File: src/rtl/cpu_fetch_if.sv
// Fetch-stage bus bundle: instruction memory request/response,
// decode-side instruction handoff and the stage-2 redirect.
// master = fetch unit, slave = surrounding memory/decode/branch logic.
interface cpu_fetch_if #(
    parameter int IADDRWIDTH = 16,
    parameter int IWIDTH     = 16
);
    // memory request channel
    logic                  ireq_valid;
    logic [IADDRWIDTH-1:0] ireq_addr;
    logic                  ireq_ready;
    // memory response channel (in order, no backpressure)
    logic                  iresp_valid;
    logic [IWIDTH-1:0]     iresp_data;
    // instruction handoff to decode
    logic                  ir_valid;
    logic [IWIDTH-1:0]     ir_data;
    logic [IADDRWIDTH-1:0] ir_pc;
    logic                  ir_ready;
    // branch / flush from stage 2
    logic                  redirect;
    logic [IADDRWIDTH-1:0] redirect_pc;

    modport master (
        output ireq_valid, ireq_addr, ir_valid, ir_data, ir_pc,
        input  ireq_ready, iresp_valid, iresp_data, ir_ready, redirect, redirect_pc
    );

    modport slave (
        input  ireq_valid, ireq_addr, ir_valid, ir_data, ir_pc,
        output ireq_ready, iresp_valid, iresp_data, ir_ready, redirect, redirect_pc
    );
endinterface

File: src/rtl/cpu_fetch.sv
// cpu_fetch: instruction prefetch unit.
// Issues sequential fetches, buffers in-order responses in a DEPTH-entry
// circular FIFO tagged with their PC, and handles redirects by flushing the
// buffer and discarding responses to requests issued before the redirect.
// Requests are throttled so inflight + occupancy never exceeds DEPTH, hence
// every response always has a slot and memory never needs backpressure.
// Optional feature: define CPU_FETCH_BYPASS_EN to forward a response straight
// to decode in the cycle it arrives when the buffer is empty.
module cpu_fetch #(
    parameter int                    IADDRWIDTH = 16,
    parameter int                    IWIDTH     = 16,
    parameter int                    DEPTH      = 4,
    parameter logic [IADDRWIDTH-1:0] RESET_PC   = '0
) (
    input  logic         clk,
    input  logic         rst,    // active-low, asynchronous
    cpu_fetch_if.master  bus
);
    localparam int PW = $clog2(DEPTH);
    localparam int CW = PW + 1;
    localparam logic [CW:0] DEPTH_W = DEPTH[CW:0];

    typedef logic [IADDRWIDTH-1:0] addr_t;
    typedef struct packed {
        logic [IWIDTH-1:0] data;
        addr_t             pc;
    } entry_t;

    entry_t          fifo_q [DEPTH];
    logic [PW-1:0]   wptr_q, wptr_d, rptr_q, rptr_d;
    logic [CW-1:0]   count_q, count_d;
    logic [CW-1:0]   infl_q, infl_d;
    logic [CW-1:0]   drop_q, drop_d;
    addr_t           fpc_q, fpc_d;
    addr_t           rpc_q, rpc_d;

    logic            req_ok, req_xfer;
    logic            resp_keep, nonempty, byp, push, pop;
    logic [CW:0]     occ;
    entry_t          head;

    assign head     = fifo_q[rptr_q];
    assign nonempty = (count_q != '0);
    assign occ      = {1'b0, infl_q} + {1'b0, count_q};

    // Request gating, response acceptance and FIFO push/pop decisions
    always_comb begin
        // rst gates outputs combinationally so nothing is offered while held in reset
        req_ok    = rst && !bus.redirect && (occ < DEPTH_W);
        req_xfer  = req_ok && bus.ireq_ready;
        // a response is kept only outside redirect cycles and once all stale words are gone
        resp_keep = rst && bus.iresp_valid && !bus.redirect && (drop_q == '0);
`ifdef CPU_FETCH_BYPASS_EN
        byp       = resp_keep && !nonempty;
`else
        byp       = 1'b0;
`endif
        pop       = nonempty && bus.ir_ready && !bus.redirect;
        // a bypassed word that decode takes immediately never touches the FIFO
        push      = resp_keep && !(byp && bus.ir_ready);
    end

    // Output drive: FIFO head, or the arriving response when bypassing
    always_comb begin
        bus.ireq_valid = req_ok;
        bus.ireq_addr  = fpc_q;
        bus.ir_valid   = nonempty || byp;
        bus.ir_data    = head.data;
        bus.ir_pc      = head.pc;
        if (byp) begin
            bus.ir_data = bus.iresp_data;
            bus.ir_pc   = rpc_q;
        end
    end

    // Next-state for PCs, counters and pointers; redirect overrides all
    always_comb begin
        fpc_d   = req_xfer ? fpc_q + addr_t'(1) : fpc_q;
        rpc_d   = resp_keep ? rpc_q + addr_t'(1) : rpc_q;
        infl_d  = infl_q + CW'(req_xfer) - CW'(bus.iresp_valid);
        drop_d  = drop_q;
        if (bus.iresp_valid && (drop_q != '0))
            drop_d = drop_q - CW'(1);
        wptr_d  = push ? wptr_q + PW'(1) : wptr_q;
        rptr_d  = pop  ? rptr_q + PW'(1) : rptr_q;
        count_d = count_q + CW'(push) - CW'(pop);
        if (bus.redirect) begin
            fpc_d   = bus.redirect_pc;
            rpc_d   = bus.redirect_pc;
            // every request still outstanding after this cycle belongs to the old path
            drop_d  = infl_q - CW'(bus.iresp_valid);
            wptr_d  = '0;
            rptr_d  = '0;
            count_d = '0;
        end
    end

    // Control state registers
    always_ff @(posedge clk or negedge rst) begin
        if (!rst) begin
            fpc_q   <= RESET_PC;
            rpc_q   <= RESET_PC;
            infl_q  <= '0;
            drop_q  <= '0;
            wptr_q  <= '0;
            rptr_q  <= '0;
            count_q <= '0;
        end else begin
            fpc_q   <= fpc_d;
            rpc_q   <= rpc_d;
            infl_q  <= infl_d;
            drop_q  <= drop_d;
            wptr_q  <= wptr_d;
            rptr_q  <= rptr_d;
            count_q <= count_d;
        end
    end

    // Buffer storage; contents need no reset since occupancy gates visibility
    always_ff @(posedge clk) begin
        if (push)
            fifo_q[wptr_q] <= '{data: bus.iresp_data, pc: rpc_q};
    end
endmodule

File: src/flat_wrapper.sv
// flat-port wrapper written by rule: the top's interface ports become plain ports
module cpu_fetch_flat 
#(
    parameter int                    IADDRWIDTH = 16,
    parameter int                    IWIDTH     = 16,
    parameter int                    DEPTH      = 4,
    parameter logic [IADDRWIDTH-1:0] RESET_PC   = '0
)
  (clk, rst, bus_ireq_valid, bus_ireq_addr, bus_ir_valid, bus_ir_data, bus_ir_pc, bus_ireq_ready, bus_iresp_valid, bus_iresp_data, bus_ir_ready, bus_redirect, bus_redirect_pc);
  cpu_fetch_if #(.IADDRWIDTH(IADDRWIDTH), .IWIDTH(IWIDTH)) bus_i ();
  input  logic clk;
  input  logic rst;
  output wire logic [$bits(bus_i.ireq_valid)-1:0] bus_ireq_valid;
  output wire logic [$bits(bus_i.ireq_addr)-1:0] bus_ireq_addr;
  output wire logic [$bits(bus_i.ir_valid)-1:0] bus_ir_valid;
  output wire logic [$bits(bus_i.ir_data)-1:0] bus_ir_data;
  output wire logic [$bits(bus_i.ir_pc)-1:0] bus_ir_pc;
  input wire logic [$bits(bus_i.ireq_ready)-1:0] bus_ireq_ready;
  input wire logic [$bits(bus_i.iresp_valid)-1:0] bus_iresp_valid;
  input wire logic [$bits(bus_i.iresp_data)-1:0] bus_iresp_data;
  input wire logic [$bits(bus_i.ir_ready)-1:0] bus_ir_ready;
  input wire logic [$bits(bus_i.redirect)-1:0] bus_redirect;
  input wire logic [$bits(bus_i.redirect_pc)-1:0] bus_redirect_pc;
  assign bus_ireq_valid = bus_i.ireq_valid;
  assign bus_ireq_addr = bus_i.ireq_addr;
  assign bus_ir_valid = bus_i.ir_valid;
  assign bus_ir_data = bus_i.ir_data;
  assign bus_ir_pc = bus_i.ir_pc;
  assign bus_i.ireq_ready = bus_ireq_ready;
  assign bus_i.iresp_valid = bus_iresp_valid;
  assign bus_i.iresp_data = bus_iresp_data;
  assign bus_i.ir_ready = bus_ir_ready;
  assign bus_i.redirect = bus_redirect;
  assign bus_i.redirect_pc = bus_redirect_pc;
  cpu_fetch #(.IADDRWIDTH(IADDRWIDTH), .IWIDTH(IWIDTH), .DEPTH(DEPTH), .RESET_PC(RESET_PC)) u_core (.clk(clk), .rst(rst), .bus(bus_i));
endmodule
File: config.mk
export PLATFORM = sky130hd
export DESIGN_NAME = cpu_fetch_flat
export DESIGN_NICKNAME = d
export VERILOG_FILES = /design/src/rtl/cpu_fetch_if.sv /design/src/rtl/cpu_fetch.sv /design/src/flat_wrapper.sv
export SDC_FILE = /design/constraint.sdc
export NUM_CORES = 1
export LEC_CHECK = 0
export ABC_AREA = 1
export CAP_MARGIN = 20
export CORE_ASPECT_RATIO = 1.25
export CORE_MARGIN = 2
export CORE_UTILIZATION = 45
export DETAILED_ROUTE_END_ITERATION = 8
export PLACE_DENSITY = 0.66
export SLEW_MARGIN = 20
export SYNTH_ARGS = -nofsm -noshare
export SYNTH_HDL_FRONTEND = slang
export SYNTH_SLANG_ARGS = --single-unit
File: constraint.sdc
create_clock -name clk -period 5.05 [get_ports clk]
set_input_delay 0.505 -clock clk [delete_from_list [all_inputs] [get_ports clk]]
set_output_delay 0.505 -clock clk [all_outputs]
set_load 0.1 [all_outputs]
Yosys cells after proc, flatten, opt, wreduce, memory -nomap -nowiden
Memories as Yosys holds them, arrays and structs flattened.
Cells that the tools add are included.
{"block": "op_classes", "add_sub_neg": 11, "reduce_logical": 17, "order_cmp": 1, "n_mux": 13}
{"cell": "$mux 16", "count": 4}
{"cell": "$add 16x1->16 const B", "count": 2}
{"cell": "$logic_and 1x1->1", "count": 9}
{"cell": "$mux 3", "count": 3}
{"cell": "$sub 3x1->3", "count": 3}
{"cell": "$mux 2", "count": 4}
{"cell": "$reduce_bool 2->1", "count": 4}
{"cell": "$add 3x1->3", "count": 2}
{"cell": "$reduce_bool 3->1", "count": 2}
{"cell": "$add 2x1->2 const B", "count": 2}
{"cell": "$add 3x3->4", "count": 1}
{"cell": "$lt 4x3->1 const B", "count": 1}
{"cell": "$logic_not 3->1", "count": 1}
{"cell": "$sub 3x1->3 const B", "count": 1}
{"cell": "$mux 1", "count": 2}
{"cell": "$logic_not 1->1", "count": 1}
{"block": "word_totals", "output_inout_bits": 50, "inputBits": 38, "register_bits": 45, "elab_cells": 50, "ramBits": 128, "mem_count": 1}
{"name": "u_core.fifo_q", "depth": 4, "width": 32, "read_ports": 1, "rd_clocked_by_memory_dff": 0, "write_ports": 1, "line_no": "cpu_fetch.sv:29", "text": "entry_t fifo_q [DEPTH];"}

Logic depth before layout (Yosys ltp)
{"block": "depth", "word_depth": 6, "depth_mapped": 12, "ltp_nobuf": 11}

Worst setup path after synthesis
No wires, ideal clock.
{"block": "synth_timing", "path_kind": "reg-to-output", "startpoint": "reg u_core.rptr_q[0]", "endpoint": "out bus_ir_data[6]", "path_slack_ns": 2.010, "required_time_ns": 4.545, "n_path_buf": 3, "t_arrival_ns": 2.535, "path_stages_with_launch": 7, "path_cell_list": "dfrtp_1 -> buf_2 -> inv_1 -> buf_2 -> clkbuf_1 -> o21ai_0 -> o22ai_1"}
{"block": "synth_via", "elab_chain_cells": 1}
{"element": "from (decl)", "line_no": "cpu_fetch.sv:30", "text": "logic [PW-1:0] wptr_q, wptr_d, rptr_q, rptr_d;"}
{"element": "from (signal assigned)", "line_no": "cpu_fetch.sv:114", "text": "rptr_q <= rptr_d;"}
{"element": "$mem_v2 4x32"}
{"element": "to (decl)", "line_no": "flat_wrapper.sv:16", "text": "output wire logic [$bits(bus_i.ir_data)-1:0] bus_ir_data;"}
No other way between the ends.

Worst setup path after layout
{"block": "layout_timing", "startpoint": "reg u_core.rptr_q[1]", "endpoint": "out bus_ir_pc[14]"}
{"block": "layout_via", "elab_chain_cells": 1}
{"element": "$mem_v2 4x32"}
{"element": "to (decl)", "line_no": "flat_wrapper.sv:17", "text": "output wire logic [$bits(bus_i.ir_pc)-1:0] bus_ir_pc;"}
No other way between the ends.

==> metrics.cfg <==
[floorplan]
placeableCoreArea_um2 = 16800
die_y_um = 150
die_w_um = 121
ios = 88
rows = 53
dieArea_um2 = 18100
initial_core_util = 0.457

[clock_network]
h-tree-depth = 4
clk_latency_ps = 420
post_cts_buffers = 0
clock-sinks = 173
cts_tree = done
clk_pin_slew_ps = 70
cts_buffers = 17
cts.repair.resized = 0
clock_path_buffers = 2
cts_hold_buf = 0
clockRootBuffer = clkbuf_16

[detailed_routing]
vias_per_cell = 5.36
drt-total-wl_mm = 16.7
post_drt_wl_per_cell_um = 16.5
vias = 5406
drtPass1Iterations = 5
drtIter0Drc = 497
drc = 0
postRouteAntennaNets = 0

[finish]
n_antenna_cell = 0
drive_above_1_share = 0.0888
num-nets-final = 831
synthToLayoutAreaGrowth_pct = 22.2
design_area_um2 = 9380

[timing]
drv_slew = 0
hold_viol = 0
finalSetupTns_ps = 0
clock_skew_ps = 7.21
tightest_slew_ps = 1060
rsz0062_at_grt = false
min_period_ps = 4020
slew_headroom = 0.294
max_freq_ghz = 0.249
setup_viol = 0
finalCritPeriodShare = 0.797

[setup_path]
regToRegStartpoint = u_core.drop_q[0]$_DFFE_PN0P_
max_stage_delay_ps = 1180
rr_worst_depth = 11
arrival_ps = 3520
worst-path-buf-inv = 3
crit_fanout = 34
crit_path_top_delay_cell = clkdlybuf4s50_1
r2r_slack_ps = 2530
worst_ep_required_time_ps = 4550
endpoint_kind = output port
crit_path_end = bus_ir_pc[14]
crit_start = u_core.rptr_q[1]$_DFFE_PN0P_
r2r_end = u_core.count_q[2]$_DFF_PN0_
critPathLaunchType = register
cp.depth = 5
path_delay_family = buffers and inverters
critPathKind = reg -> out
cp_cell_sequence = buf_4 -> inv_1 -> o21ai_0 -> o22ai_1 -> clkdlybuf4s50_1

[place]
place_congestion = 0.840
postPlaceCellArea_um2 = 8740
io_buffers = 87
hpwl_mm = 10.5

[synth]
avgSynthCellArea_um2 = 11.1
synth_top_area_frac = 0.501
synth.distinct_cells = 36
synth_area_leader_cell = edfxtp_1
syn_inst = 691
synth-seq-area-share = 0.648
synth_nets = 747
synth_area_um2 = 7670
ys_ff_latch = 173
ys.warnings.count = 0
ys_top_cells_by_area = edfxtp_1 (50%), dfrtp_1 (15%), o21ai_0 (5.2%)

[global_routing]
grt_overflow = 0
grt_max_degree = 66
antenna_found_initial = 0
track_usage = 0.191
grt_first_pass_wirelength_mm = 26.9
grt_pass1_vias = 5286

[outcome]
outcome = finished, final reports clean

[power_and_ir_drop]
cellPowerDensity_nw_per_um2 = 522
power_leakage_uw = 0.00353
ir_drop_mv = 0.255

[worst_hold_path]
worstHoldPathType = in -> async

[job]
cap_violations = 0

-- final cells by class --
type | instances | area, um2
fillers | 1431 | 7400
flip-flops and latches | 173 | 4970
multi-input cells | 440 | 2410
repair buffers | 93 | 943
clock buffers | 17 | 425
well taps | 220 | 275
inverters | 50 | 190
clock inverters | 15 | 165
-- layout by cell type (no fill, tap or decap), types with 2 or more instances in the layout --
| cell | netlist | routed |
|---|---|---|
| fa_1 | 2 | 2 |
| nand2_2 | 11 | 11 |
| nor2_8 | 2 | 2 |
| dfrtp_1 | 45 | 44 |
| o211ai_2 | 2 | 2 |
| edfxtp_1 | 128 | 128 |
| inv_1 | 46 | 45 |
| xnor2_1 | 8 | 8 |
| o21a_1 | 7 | 7 |
| nand4_1 | 13 | 13 |
| ha_1 | 16 | 16 |
| inv_2 | 2 | 3 |
| nand3_1 | 35 | 35 |
| xor2_1 | 6 | 6 |
| clkbuf_16 | 0 | 17 |
| nor3_2 | 2 | 2 |
| nand2_1 | 104 | 104 |
| clkinv_4 | 0 | 3 |
| bufinv_16 | 0 | 2 |
| inv_6 | 0 | 3 |
| nor2_1 | 90 | 86 |
| o22ai_1 | 32 | 32 |
| o21bai_1 | 3 | 3 |
| a21oi_1 | 3 | 3 |
| clkdlybuf4s50_1 | 0 | 86 |
| o221ai_1 | 2 | 2 |
| o21ai_0 | 79 | 79 |
| nor2_4 | 0 | 4 |
| nor2_2 | 3 | 3 |
| nand2_4 | 2 | 2 |
| o211ai_1 | 8 | 8 |
| nor3_1 | 6 | 6 |
| clkinv_1 | 1 | 3 |
| clkinv_2 | 0 | 2 |
| buf_4 | 1 | 4 |
-- registers in the layout (all words and copies together), names as in the netlist --
name,count
u_core.count_q,3
u_core.wptr_q,2
u_core.infl_q,3
u_core.rptr_q,2
u_core.fifo_q,128
u_core.drop_q,3
u_core.rpc_q,16
u_core.bus.ireq_addr,16
-- cell families after synthesis --
kind of cell    Yosys count  synth area share
flops                   173             0.648
fa+ha+maj                18            0.0313
buf+inv                  78            0.0422
simple gates            270             0.158
xor+xnor                 14            0.0160
compound gates          138             0.104
-- report_power, final --
part           internal, uW  switching (uW)  total, uW
Sequential             1630             113       1750
Combinational           444            1430       1870
Clock                   736             545       1280
Total                  2810            2080       4900
-- through the flow --
stage               cells  total power, uW  hold slack (ps)  worst slack (ps)   util
finish               1008             4900              228              1030  0.559
global route         1008             5120              280               812  0.559
CTS                  1006             4930              259              1010  0.556
detailed placement    974             3640              551              1480  0.521
global placement      974             3610              523              1570  0.521
floorplan             691             3200              209              2010      -
-- worst min path at each step --
| stage | cells past startpoint | slack [ps] | end | from |
|---|---|---|---|---|
| after floorplan | 0 | 210 | u_core.bus.ireq_addr[0]$_DFFE_PN0P_ | rst |
| after global placement | 0 | 520 | u_core.fifo_q[0][14]$_DFFE_PP_ | u_core.rpc_q[14]$_DFFE_PN0P_ |
| after detailed placement | 2 | 550 | u_core.bus.ireq_addr[14]$_DFFE_PN0P_ | u_core.bus.ireq_addr[14]$_DFFE_PN0P_ |
| after CTS | 2 | 260 | u_core.bus.ireq_addr[14]$_DFFE_PN0P_ | rst |
| after global routing | 2 | 280 | u_core.rpc_q[9]$_DFFE_PN0P_ | rst |
| final | 2 | 230 | u_core.bus.ireq_addr[10]$_DFFE_PN0P_ | rst |
-- cell usage after synthesis --
cell type,instances
o211ai_2,2
nor2_8,2
nand4_1,13
o221ai_1,2
edfxtp_1,128
dfrtp_1,45
buf_4,1
nand3_1,35
a21boi_0,1
clkbuf_1,17
o21bai_1,3
buf_6,2
nand2_8,1
nand3_2,1
inv_1,46
clkinv_1,1
xor2_1,6
nand2_1,104
nand2_2,11
nor2_1,90
o211ai_1,8
inv_2,2
nand2_4,2
o22ai_1,32
o21ai_0,79
ha_1,16
o21a_1,7
inv_4,1
fa_1,2
o21ai_1,1
nor2_2,3
nor3_1,6
a21oi_1,3
buf_2,8
xnor2_1,8
nor3_2,2
-- routing by layer --
metal	global-route usage	share of wire	vias up
li1	-	-	2598
met2	0.320	0.50	177
met1	0.250	0.45	2618
met3	0.0461	0.047	13
met5	0	0	-
met4	0.0535	0.0089	0
(Power assumes the default switching activity.)
